$ cat src/rtl/csr_counter_arbiter_if.sv
// Two-port CSR request/response bundle for the counter CSR arbiter.
// Port 0 is the execute stage, port 1 the debug/trace side.
interface csr_counter_arbiter_if;
    logic [1:0]       req_valid;
    logic [1:0]       req_ready;
    logic [1:0][11:0] req_addr;
    logic [1:0][1:0]  req_op;
    logic [1:0][31:0] req_wdata;
    logic [1:0]       resp_valid;
    logic [1:0]       resp_ready;
    logic [31:0]      resp_rdata;
    logic             resp_err;

    modport master (
        output req_valid, req_addr, req_op, req_wdata, resp_ready,
        input  req_ready, resp_valid, resp_rdata, resp_err
    );

    modport slave (
        input  req_valid, req_addr, req_op, req_wdata, resp_ready,
        output req_ready, resp_valid, resp_rdata, resp_err
    );
endinterface

$ cat src/rtl/csr_counter_arbiter.sv
// mcycle/minstret/mcountinhibit owner shared by two round-robin ports,
// with per-port high-half snapshots for tear-free 64-bit reads.
module csr_counter_arbiter #(
    parameter bit HI_SNAPSHOT = 1'b1
) (
    input  logic clk,
    input  logic rst,
    input  logic instret_inc,
    csr_counter_arbiter_if.slave bus
);

    localparam logic [1:0] IDLE = 2'd0;
    localparam logic [1:0] EXEC = 2'd1;
    localparam logic [1:0] RESP = 2'd2;

    localparam logic [1:0] OP_RD  = 2'b00;
    localparam logic [1:0] OP_WR  = 2'b01;
    localparam logic [1:0] OP_SET = 2'b10;
    localparam logic [1:0] OP_CLR = 2'b11;

    logic [1:0]       state;
    logic             gnt;
    logic             last_gnt;
    logic             pick;
    logic [11:0]      addr_q;
    logic [1:0]       op_q;
    logic [31:0]      wdata_q;
    logic [63:0]      mcycle;
    logic [63:0]      minstret;
    logic             inh_cy;
    logic             inh_ir;
    logic [1:0]       snap_cy_v;
    logic [1:0]       snap_ir_v;
    logic [1:0][31:0] snap_cy;
    logic [1:0][31:0] snap_ir;
    logic [31:0]      rdata_q;
    logic             err_q;

    logic        is_cl, is_ch, is_il, is_ih, is_inh;
    logic        shadow, mapped, eff_wr, err;
    logic        commit, rd_acc, snap_hit;
    logic [31:0] live, nval, rd_val;

    // Tie goes to the port not granted last; last_gnt resets to 1.
    assign pick = bus.req_valid[1] & (~bus.req_valid[0] | ~last_gnt);

    assign bus.req_ready = (state == IDLE && rst && |bus.req_valid)
                         ? (pick ? 2'b10 : 2'b01) : 2'b00;
    assign bus.resp_valid = (state == RESP)
                          ? (gnt ? 2'b10 : 2'b01) : 2'b00;
    assign bus.resp_rdata = rdata_q;
    assign bus.resp_err   = err_q;

    always_comb begin
        is_cl  = (addr_q == 12'hB00) || (addr_q == 12'hC00);
        is_ch  = (addr_q == 12'hB80) || (addr_q == 12'hC80);
        is_il  = (addr_q == 12'hB02) || (addr_q == 12'hC02);
        is_ih  = (addr_q == 12'hB82) || (addr_q == 12'hC82);
        is_inh = (addr_q == 12'h320);
        shadow = (addr_q[11:8] == 4'hC);
        mapped = is_cl | is_ch | is_il | is_ih | is_inh;
        live   = 32'hFFFF_FFFF;
        unique case (1'b1)
            is_cl:   live = mcycle[31:0];
            is_ch:   live = mcycle[63:32];
            is_il:   live = minstret[31:0];
            is_ih:   live = minstret[63:32];
            is_inh:  live = {29'd0, inh_ir, 1'b0, inh_cy};
            default: live = 32'hFFFF_FFFF;
        endcase
        eff_wr = (op_q == OP_WR) ||
                 ((op_q != OP_RD) && (wdata_q != 32'd0));
        case (op_q)
            OP_WR:   nval = wdata_q;
            OP_SET:  nval = live | wdata_q;
            OP_CLR:  nval = live & ~wdata_q;
            default: nval = live;
        endcase
        err      = !mapped || (shadow && eff_wr);
        commit   = (state == EXEC) && !err && eff_wr;
        rd_acc   = (state == EXEC) && !err && !eff_wr;
        snap_hit = HI_SNAPSHOT && !eff_wr &&
                   ((is_ch && snap_cy_v[gnt]) ||
                    (is_ih && snap_ir_v[gnt]));
        rd_val = live;
        if (snap_hit)
            rd_val = is_ch ? snap_cy[gnt] : snap_ir[gnt];
    end

    always_ff @(posedge clk or negedge rst) begin
        if (!rst) begin
            state    <= IDLE;
            gnt      <= 1'b0;
            last_gnt <= 1'b1;
            addr_q   <= '0;
            op_q     <= '0;
            wdata_q  <= '0;
            rdata_q  <= '0;
            err_q    <= 1'b0;
        end else begin
            case (state)
                IDLE: if (|bus.req_valid) begin
                    gnt      <= pick;
                    last_gnt <= pick;
                    addr_q   <= bus.req_addr[pick];
                    op_q     <= bus.req_op[pick];
                    wdata_q  <= bus.req_wdata[pick];
                    state    <= EXEC;
                end
                EXEC: begin
                    rdata_q <= rd_val;
                    err_q   <= err;
                    state   <= RESP;
                end
                RESP: if (bus.resp_ready[gnt])
                    state <= IDLE;
                default: state <= IDLE;
            endcase
        end
    end

    // A written counter skips its increment and never carries that cycle.
    always_ff @(posedge clk or negedge rst) begin
        if (!rst) begin
            mcycle   <= '0;
            minstret <= '0;
            inh_cy   <= 1'b0;
            inh_ir   <= 1'b0;
        end else begin
            if (commit && is_cl)
                mcycle[31:0] <= nval;
            else if (commit && is_ch)
                mcycle[63:32] <= nval;
            else if (!inh_cy)
                mcycle <= mcycle + 64'd1;
            if (commit && is_il)
                minstret[31:0] <= nval;
            else if (commit && is_ih)
                minstret[63:32] <= nval;
            else if (instret_inc && !inh_ir)
                minstret <= minstret + 64'd1;
            if (commit && is_inh) begin
                inh_cy <= nval[0];
                inh_ir <= nval[2];
            end
        end
    end

    always_ff @(posedge clk or negedge rst) begin
        if (!rst) begin
            snap_cy_v <= '0;
            snap_ir_v <= '0;
            snap_cy   <= '0;
            snap_ir   <= '0;
        end else begin
            if (commit && (is_cl || is_ch)) begin
                snap_cy_v <= '0;
            end else if (rd_acc && is_cl) begin
                snap_cy_v[gnt] <= HI_SNAPSHOT;
                snap_cy[gnt]   <= mcycle[63:32];
            end else if (rd_acc && is_ch) begin
                snap_cy_v[gnt] <= 1'b0;
            end
            if (commit && (is_il || is_ih)) begin
                snap_ir_v <= '0;
            end else if (rd_acc && is_il) begin
                snap_ir_v[gnt] <= HI_SNAPSHOT;
                snap_ir[gnt]   <= minstret[63:32];
            end else if (rd_acc && is_ih) begin
                snap_ir_v[gnt] <= 1'b0;
            end
        end
    end

endmodule

$ cat src/flat_wrapper.sv
// flat-port wrapper written by rule: the top's interface ports become plain ports
module csr_counter_arbiter_flat 
#(
    parameter bit HI_SNAPSHOT = 1'b1
)
  (clk, rst, instret_inc, bus_req_valid, bus_req_addr, bus_req_op, bus_req_wdata, bus_resp_ready, bus_req_ready, bus_resp_valid, bus_resp_rdata, bus_resp_err);
  csr_counter_arbiter_if bus_i ();
  input  logic clk;
  input  logic rst;
  input  logic instret_inc;
  input wire logic [$bits(bus_i.req_valid)-1:0] bus_req_valid;
  input wire logic [$bits(bus_i.req_addr)-1:0] bus_req_addr;
  input wire logic [$bits(bus_i.req_op)-1:0] bus_req_op;
  input wire logic [$bits(bus_i.req_wdata)-1:0] bus_req_wdata;
  input wire logic [$bits(bus_i.resp_ready)-1:0] bus_resp_ready;
  output wire logic [$bits(bus_i.req_ready)-1:0] bus_req_ready;
  output wire logic [$bits(bus_i.resp_valid)-1:0] bus_resp_valid;
  output wire logic [$bits(bus_i.resp_rdata)-1:0] bus_resp_rdata;
  output wire logic [$bits(bus_i.resp_err)-1:0] bus_resp_err;
  assign bus_i.req_valid = bus_req_valid;
  assign bus_i.req_addr = bus_req_addr;
  assign bus_i.req_op = bus_req_op;
  assign bus_i.req_wdata = bus_req_wdata;
  assign bus_i.resp_ready = bus_resp_ready;
  assign bus_req_ready = bus_i.req_ready;
  assign bus_resp_valid = bus_i.resp_valid;
  assign bus_resp_rdata = bus_i.resp_rdata;
  assign bus_resp_err = bus_i.resp_err;
  csr_counter_arbiter #(.HI_SNAPSHOT(HI_SNAPSHOT)) u_core (.clk(clk), .rst(rst), .instret_inc(instret_inc), .bus(bus_i));
endmodule
$ cat config.mk
export PLATFORM = sky130hd
export DESIGN_NAME = csr_counter_arbiter_flat
export DESIGN_NICKNAME = d
export VERILOG_FILES = /design/src/rtl/csr_counter_arbiter_if.sv /design/src/rtl/csr_counter_arbiter.sv /design/src/flat_wrapper.sv
export SDC_FILE = /design/constraint.sdc
export NUM_CORES = 1
export LEC_CHECK = 0
export ABC_AREA = 1
export BUFFER_PORTS_ARGS = -buffer_cell sky130_fd_sc_hd__buf_2
export CAP_MARGIN = 20
export CORE_MARGIN = 1.5
export CORE_UTILIZATION = 56
export DETAILED_ROUTE_END_ITERATION = 16
export PLACE_DENSITY = 0.77
export SYNTH_ARGS = -nofsm -noshare
export SYNTH_HDL_FRONTEND = slang
export SYNTH_SLANG_ARGS = --single-unit
export TNS_END_PERCENT = 10
$ cat constraint.sdc
create_clock -name clk -period 1.8 [get_ports clk]
set_input_delay 0.18 -clock clk [delete_from_list [all_inputs] [get_ports clk]]
set_output_delay 0.18 -clock clk [all_outputs]
set_load 0.05 [all_outputs]
==> results_dict.tcl, run 1 <==
set metrics [dict create \
    syn_nets 3496 \
    ios 136 \
    ys.flop_type "dfrtp_1" \
    syn_inst 3395 \
    haltStage "5_1_grt" \
    numCtsBuffers 40 \
    syn_area_um2 22400 \
    root_buffer "clkbuf_16" \
    endpoint_type "sequential cell input" \
    dieWidth_um 203 \
    overflow 45 \
    synth_top_area_cell "dfrtp_1" \
    synth_cell_types 41 \
    status "did not finish" \
    ys_seq_area_share_pct 38.5 \
    dp_hpwl_mm 79.9 \
    io_buffers 135 \
    synthDominantCellAreaShare_pct 38.4 \
    htreeDepth 2 \
    yosys_warnings 0 \
    place_congestion 1.13 \
    cts.sinks 345 \
    ys_ff_latch 345 \
    place_ws_ns -1.21 \
    die_y_um 203 \
    ctsLongestPathBuffers 3 \
    tool.error "[ERROR GRT-0232] Routing congestion too high. Check the congestion heatmap in the GUI." \
    grtUsageTotal_pct 76.3 \
    place_area_um2 28700 \
    synth_area_per_cell_um2 6.61 \
    synthArstFlopShare_pct 100 \
    grt_max_degree 130 \
    row_count 73 \
    synth_edf_count 0 \
    initial_core_util_pct 56.6 \
    postGrtWorstEndpoint "u_core.mcycle[4]$_DFFE_PN0P_/D" \
    synth_area_leaders "dfrtp_1, nand2_1, nand3_1" \
]
==> what timing repair did <==
item                                   CTS
cloned                                  10
buffers inserted                        25
hold buffers                            91
setup endpoints to repair              299
endpoints found under the hold margin  390
pin swaps                               37
resized for setup                      165
==> synthesized netlist by cell type, types with 15 or more instances <==
master,count
clkbuf_1,87
nand3_1,291
nand4_1,37
a31oi_1,32
o21ai_1,129
o21ai_0,212
inv_1,225
o211ai_1,24
dfrtp_1,344
buf_2,52
nand3b_1,15
o22ai_1,24
xor2_1,96
nor2_1,332
nand2_1,1298
buf_6,22
nor3_1,78
==> per-stage QoR <==
stage | cells | setup TNS, ns | hold WS (ns)
detailed placement | 4582 | -219.41 | 0.314
CTS | 4776 | -141.05 | 0.00679
floorplan | 3395 | -36.60 | -0.116
global placement | 4582 | -206.51 | 0.308
==> kinds of logic after synthesis <==
group	share of synthesized area, %
compound gates	10.1
xor+xnor	4.02
fa+ha+maj	0.112
buf+inv	8.19
flops	38.5
simple gates	39.1
==> layer usage <==
layer | overflow | track usage [%]
met5 | 0 | 36.3
met4 | 21 | 71.1
met3 | 1 | 59.0
met2 | 22 | 92.0
met1 | 1 | 79.6
==> inputs of run 2 (changes only) <==
CORE_UTILIZATION = 40   (was 56)
PLACE_DENSITY = unset   (was 0.77)
PLACE_DENSITY_LB_ADDON = 0.15   (was unset)
clock period = 2.3 ns   (was 1.8 ns; I/O delays follow)
==> run 2 against run 1 <==
The flow now finishes, with violations (hold timing, setup timing). Area after synthesis is the same. Synthesized cell count is the same.
==> results_dict.tcl, run 2 <==
set metrics [dict create \
    setup_viol 248 \
    max_freq_ghz 0.405 \
    drt-total-wl_mm 117 \
    relSlewSlack_pct 35.8 \
    die_y_um 240 \
    htreeDepth 2 \
    fill_cells 5354 \
    path_cells "nor2_2 > nand2_4 > nand2_8 > buf_12 > nand2_8 > buf_12 > buf_12 > nand2_4 > nor2_4 > nor2_4 > nand4_4 > inv_1 > buf_6 > nand2_1 > nand3_1" \
    dieWidth_um 240 \
    syn_inst 3395 \
    finalPower_mw 31.8 \
    ys_ff_latch 345 \
    p_per_area_nw_per_um2 994 \
    reg2reg_from "u_core.addr_q[9]" \
    syn_area_um2 22400 \
    first_iter_violations 3421 \
    syn_nets 3496 \
    final_cell_mix "nand2_1, buf_4, dfrtp_1" \
    critical_path_required_ns 2.82 \
    holdWs_ns -0.000279 \
    ff2ff_path_depth 15 \
    areaGrowthSynthToFinish_pct 42.6 \
    fin_skew_ns 0.0361 \
    dp_hpwl_mm 87.0 \
    p_leak_nw 15.2 \
    status "complete, but fails checks" \
    synth_edf_count 0 \
    startpoint "u_core.addr_q[9]" \
    grt_pass1_vias 24600 \
    wl_per_cell_um 24.4 \
    clkLatencyLatePin_ns 0.61 \
    layout-drive-gt1-share_pct 25.1 \
    place_ws_ns -0.705 \
    io_buffers 135 \
    worst-path-max-fanout 15 \
    yosys_warnings 0 \
    violations "hold timing, setup timing" \
    synthDominantCellAreaShare_pct 38.4 \
    num_vias 26900 \
    antenna_found_initial 2 \
    layout.nets 4122 \
    post_drt_via_cell_ratio 5.59 \
    die_area_um2 57500 \
    r2r_slack_ns -0.17 \
    crit_path_frequent_cell "buf_12" \
    ys_seq_area_share_pct 38.5 \
    cts.clk_slew.worst_paths_ns 0.06 \
    min_period_over_period_pct 107 \
    synth_area_per_cell_um2 6.61 \
    end_kind "register" \
    setup_slack_ns -0.168 \
    ctsLongestPathBuffers 3 \
    tns_ns -16.53 \
    max_cap_viol_count 0 \
    synth_cell_types 41 \
    min_period_ns 2.47 \
    critical_path_arrival_ns 2.99 \
    cts_tree "done" \
    synthTopCellsByCount "nand2_1, dfrtp_1, nor2_1" \
    overflow 0 \
    row_count 86 \
    final_util_pct 57.8 \
    final_max_slew_viol_count 0 \
    initial_core_util_pct 40.6 \
    cts.sinks 345 \
    core_area_um2 55300 \
    place_congestion 1.06 \
    root_buffer "clkbuf_16" \
    crit_slowest_cell "dfrtp_1" \
    ir_worst_vdd_v 0.000881 \
    grt_pass1_wl_mm 165 \
    postRouteAntennaNets 0 \
    ys.flop_type "dfrtp_1" \
    rsz0062_at_grt "true" \
    firstDrtPassIters 7 \
    startpoint_type "register" \
    synthArstFlopShare_pct 100 \
    grtUsageTotal_pct 39.5 \
    post-route-drc-count 0 \
    max_stage_delay_ns 0.40 \
    path_class "reg2reg" \
    synth_top_area_cell "dfrtp_1" \
    numCtsBuffers 42 \
    crit_end "u_core.minstret[30]" \
    layout_commonest_cell "nand2_1" \
    hold_class "in2reg" \
    synth_area_leaders "dfrtp_1, nand2_1, nand3_1" \
    ios 136 \
    rr_endpoint "u_core.minstret[30]" \
    yosysMostFrequentCell "nand2_1" \
    grt_max_degree 89 \
    hold_viol 1 \
    worstMarginPinSlew_ns 0.963 \
]
## run 2: logic make-up after synthesis
kind of cell             after synthesis  share of synthesized area, %
AO/OA/AOI/OAI                        426                          10.1
XOR/XNOR                             103                          4.02
adder cells (fa/ha/maj)                2                         0.112
buffers and inverters                415                          8.19
flip-flops                           345                          38.5
AND/OR/NAND/NOR                     2104                          39.1
## run 2: worst min path at each step
| stage | from | endpoint | slack [ns] | cells past startpoint |
|---|---|---|---|---|
| final | bus_req_wdata[26] | u_core.wdata_q[26] | -0.0003 | 3 |
| after global routing | bus_req_addr[3] | u_core.addr_q[3] | 0.02 | 3 |
| after CTS | bus_req_wdata[26] | u_core.wdata_q[26] | 0.000006 | 3 |
| after detailed placement | rst | u_core.snap_cy[6] | 0.09 | 1 |
| after global placement | rst | u_core.snap_cy[6] | 0.09 | 1 |
| after floorplan | rst | u_core.addr_q[0] | -0.07 | 0 |
## run 2: power breakdown
part	total (mW)	internal, mW	switching [mW]	leakage (nW)
clock	7.34	4.30	3.04	0.707
combinational	16.6	6.45	10.1	9.88
sequential	7.88	7.05	0.834	4.58
total	31.8	17.8	14.0	15.2
## run 2: routing by layer
metal	part of all wire [%]	vias up	wire [µm]	global-route usage (%)
met4	5.9	2	6890	19.5
li1	-	12200	-	-
met2	43	1606	50200	59.4
met1	41	12800	47800	53.7
met3	10	306	12200	8.10
met5	0.011	-	13	0
## run 2: critical path, delay by kind of cell (launching register included)
kind / cells / cell delay, ns
AND/OR/NAND/NOR: 10 / 1.17
flip-flops: 1 / 0.40
buffers and inverters: 5 / 0.80
## run 2: layout make-up
cell class,count,area [µm²],share of cell area (%)
antenna,3,7.51,0.0235
clock buffer,56,1170,3.67
clock inverter,21,304,0.951
inverter,237,956,2.99
multi-input combinational,2635,13100,40.8
sequential,345,8640,27.0
tap,748,936,2.93
timing repair buffer,759,6900,21.6
timing repair inverter,1,7.51,0.0235
## run 2: timing repair
item	in CTS	in global routing
hold buffers	86	0
gates resized for setup	127	303
pin swaps	20	48
setup buffers	17	28
endpoints found under the setup margin	294	318
endpoints found under the hold margin	261	0
gates cloned	7	14
## run 2: through the flow
step           cells  area [µm²]  hold slack [ns]
3_5_place_dp    4575       27200           0.0869
6_report        4805       32000        -0.000279
4_1_cts         4762       30400       0.00000555
5_1_grt         4802       32000           0.0160
2_1_floorplan   3395       22400          -0.0656
3_3_place_gp    4575       27200           0.0879
Power figures use the tool's default switching activity.
==> inputs of run 3 (changes only) <==
ABC_AREA = unset   (was 1)
==> run 3 against run 2 <==
The run ends with setup timing left. Critical path depth is 6 lower. Sequential share of layout area grew 1.9 points. Hold slack better by 0.0073 ns. Setup slack got worse by 0.31 ns. Flip-flop and latch count stayed put. Critical endpoint is now u_core.minstret[19].
==> results_dict.tcl, run 3 <==
set metrics [dict create \
    crit_path_frequent_cell "or4_4" \
    dieWidth_um 226 \
    clkLatencyLatePin_ns 0.58 \
    root_buffer "clkbuf_16" \
    max_stage_delay_ns 0.54 \
    final_cell_mix "buf_4, dfrtp_1, nand2_1" \
    synth_edf_count 0 \
    htreeDepth 2 \
    critical_path_arrival_ns 3.28 \
    yosysMostFrequentCell "dfrtp_1" \
    grt_pass1_vias 20100 \
    place_area_um2 25400 \
    dp_hpwl_mm 69.3 \
    grt_pass1_wl_mm 133 \
    grtUsageTotal_pct 36.0 \
    reg2reg_from "u_core.wdata_q[12]" \
    min_period_over_period_pct 121 \
    ir_worst_vdd_v 0.000751 \
    initial_core_util_pct 40.7 \
    hp-start "bus_req_op[3]" \
    row_count 81 \
    p_sw_share_pct 40.7 \
    antenna_found_initial 8 \
    ys.flop_type "dfrtp_1" \
    overflow 0 \
    worstMarginPinSlew_ns 0.763 \
    wl_per_cell_um 27.1 \
    setup_slack_ns -0.475 \
    ys_ff_latch 345 \
    layout_commonest_cell "buf_4" \
    core_area_um2 49100 \
    synthArstFlopShare_pct 100 \
    cts.clk_slew.worst_paths_ns 0.06 \
    max_cap_viol_count 0 \
    drt-total-wl_mm 92.8 \
    synth_area_per_cell_um2 9.83 \
    holdPathEnd "u_core.op_q[1]" \
    numCtsBuffers 42 \
    die_y_um 226 \
    p_leak_nw 13.3 \
    final_max_slew_viol_count 0 \
    syn_nets 2133 \
    finalPower_mw 28.0 \
    setup_viol 294 \
    postRouteAntennaNets 0 \
    power_frac_seq_pct 27.1 \
    layout.nets 2828 \
    path_class "reg2reg" \
    internal_power_mw 16.6 \
    max_freq_ghz 0.360 \
    firstDrtPassIters 5 \
    status "complete, but fails checks" \
    num_vias 20500 \
    layout-drive-gt1-share_pct 43.6 \
    yosys_warnings 0 \
    ff2ff_path_depth 9 \
    rsz0062_at_grt "true" \
    violations "setup timing" \
    place_congestion 1.02 \
    min_period_ns 2.77 \
    combPwrFrac_pct 47.9 \
    grt_max_degree 131 \
    cts.sinks 345 \
    synth_top_area_cell "dfrtp_1" \
    fill_cells 4177 \
    worst-path-max-fanout 4 \
    end_kind "register" \
    r2r_slack_ns -0.47 \
    p_per_area_nw_per_um2 938 \
    io_buffers 135 \
    critical_path_required_ns 2.80 \
    min_path_cells 3 \
    startpoint_type "register" \
    fin_skew_ns 0.0137 \
    crit_slowest_cell "or4_4" \
    syn_area_um2 20000 \
    first_iter_violations 2115 \
    place_ws_ns -0.927 \
    cts_tree "done" \
    post-route-drc-count 0 \
    path_cells "or4_4 > nand4b_4 > buf_6 > o311ai_4 > buf_4 > nand3_2 > or4_4 > xor2_1 > mux2i_1" \
    final_area_um2 29900 \
    holdWs_ns 0.00702 \
    ios 136 \
    syn_inst 2032 \
    rr_endpoint "u_core.minstret[19]" \
    ys_seq_area_share_pct 43.2 \
    switchingPower_mw 11.4 \
    synth_cell_types 92 \
    synthDominantCellAreaShare_pct 43.1 \
    hold_viol 0 \
    areaGrowthSynthToFinish_pct 49.8 \
    synthTopCellsByCount "dfrtp_1, nand2_1, nor2_1" \
    hold_class "in2reg" \
    synth_area_leaders "dfrtp_1, mux2_2, mux2i_1" \
    clock_power_share_pct 25.0 \
    die_area_um2 51300 \
    relSlewSlack_pct 49.1 \
    post_drt_via_cell_ratio 5.99 \
    ctsLongestPathBuffers 3 \
    final_util_pct 61.0 \
]
-- run 3: changes by cell type in the layout (fill, tap and decap cells not counted), moves of 90 or more --
cell / previous run / this run
a21oi_1: 2 / 114
inv_1: 218 / 22
mux2_2: 0 / 110
mux2i_1: 0 / 101
nand2_1: 1187 / 174
nand3_1: 272 / 54
nor2_1: 297 / 139
o21ai_0: 173 / 53
o21ai_1: 141 / 51
-- run 3: final cells by class --
cell class / count / area (µm²) / area share [%]
Sequential cell: 345 / 8640 / 28.9
Timing Repair Buffer: 794 / 6830 / 22.8
Clock buffer: 58 / 1230 / 4.12
Multi-Input combinational cell: 1522 / 12100 / 40.4
Antenna cell: 1 / 2.50 / 0.00836
Inverter: 22 / 82.6 / 0.276
Tap cell: 664 / 831 / 2.78
Clock inverter: 17 / 220 / 0.736
-- run 3: metal layers --
metal / up-vias / wire (µm) / part of all wire (%) / global-route usage, %
met5: - / 37 / 0.040 / 0
met4: 6 / 3870 / 4.2 / 11.6
met3: 223 / 9160 / 9.9 / 10.1
met2: 973 / 40800 / 44 / 55.2
met1: 10300 / 38900 / 42 / 49.1
li1: 8964 / - / - / -
-- run 3: timing repair --
action                     CTS  global route
gates resized for setup    282           163
pin swaps                  117            84
cloned                       5             2
hold buffers                82             0
hold endpoints to repair   160             0
setup endpoints to repair  295           305
buffers inserted            35            25
-- run 3: power groups by stage --
stage | sequential [mW] | combinational [mW] | clock, mW
6_report | 7.61 | 13.4 | 7.01
4_1_cts | 7.57 | 12.5 | 7.13
5_1_grt | 7.70 | 13.9 | 7.35
3_5_place_dp | 7.66 | 11.8 | 0
2_1_floorplan | 8.72 | 4.57 | 0
3_3_place_gp | 7.62 | 11.7 | 0
-- run 3: critical path, delay by kind of cell, from the launching register on --
family	cells	cell delay (ns)
muxes	1	0.12
xor gates and xnor gates	1	0.15
DFF	1	0.38
buffers and inverters	2	0.35
and+or+nand+nor	4	1.27
AOI/OAI and AO/OA	1	0.43
-- run 3: worst max path at each step --
stage | start | end | slack, ns
floorplan | u_core.wdata_q[8] | u_core.bus.resp_rdata[27] | -0.28
global placement | u_core.addr_q[4] | u_core.bus.resp_rdata[30] | -0.85
detailed placement | u_core.addr_q[4] | u_core.bus.resp_rdata[30] | -0.93
CTS | u_core.wdata_q[12] | u_core.minstret[19] | -0.43
global route | u_core.wdata_q[12] | u_core.minstret[19] | -0.59
finish | u_core.wdata_q[12] | u_core.minstret[19] | -0.47
-- run 3: cells by family (layout without fill, tap and decap cells) --
group / Yosys count / count (layout) / synth area share (%)
fa+ha+maj: 2 / 2 / 0.125
mux: 256 / 256 / 15.7
buf+inv: 167 / 891 / 3.59
flops: 345 / 345 / 43.2
other cells: 0 / 1 / 0
xor+xnor: 75 / 75 / 3.29
compound gates: 482 / 483 / 16.2
simple gates: 705 / 706 / 17.9
-- run 3: through the flow --
step | TNS [ns] | std cells
finish | -78.92 | 3423
global route | -97.33 | 3422
CTS | -74.47 | 3400
detailed placement | -116.07 | 3208
global placement | -103.35 | 3208
floorplan | -43.77 | 2032
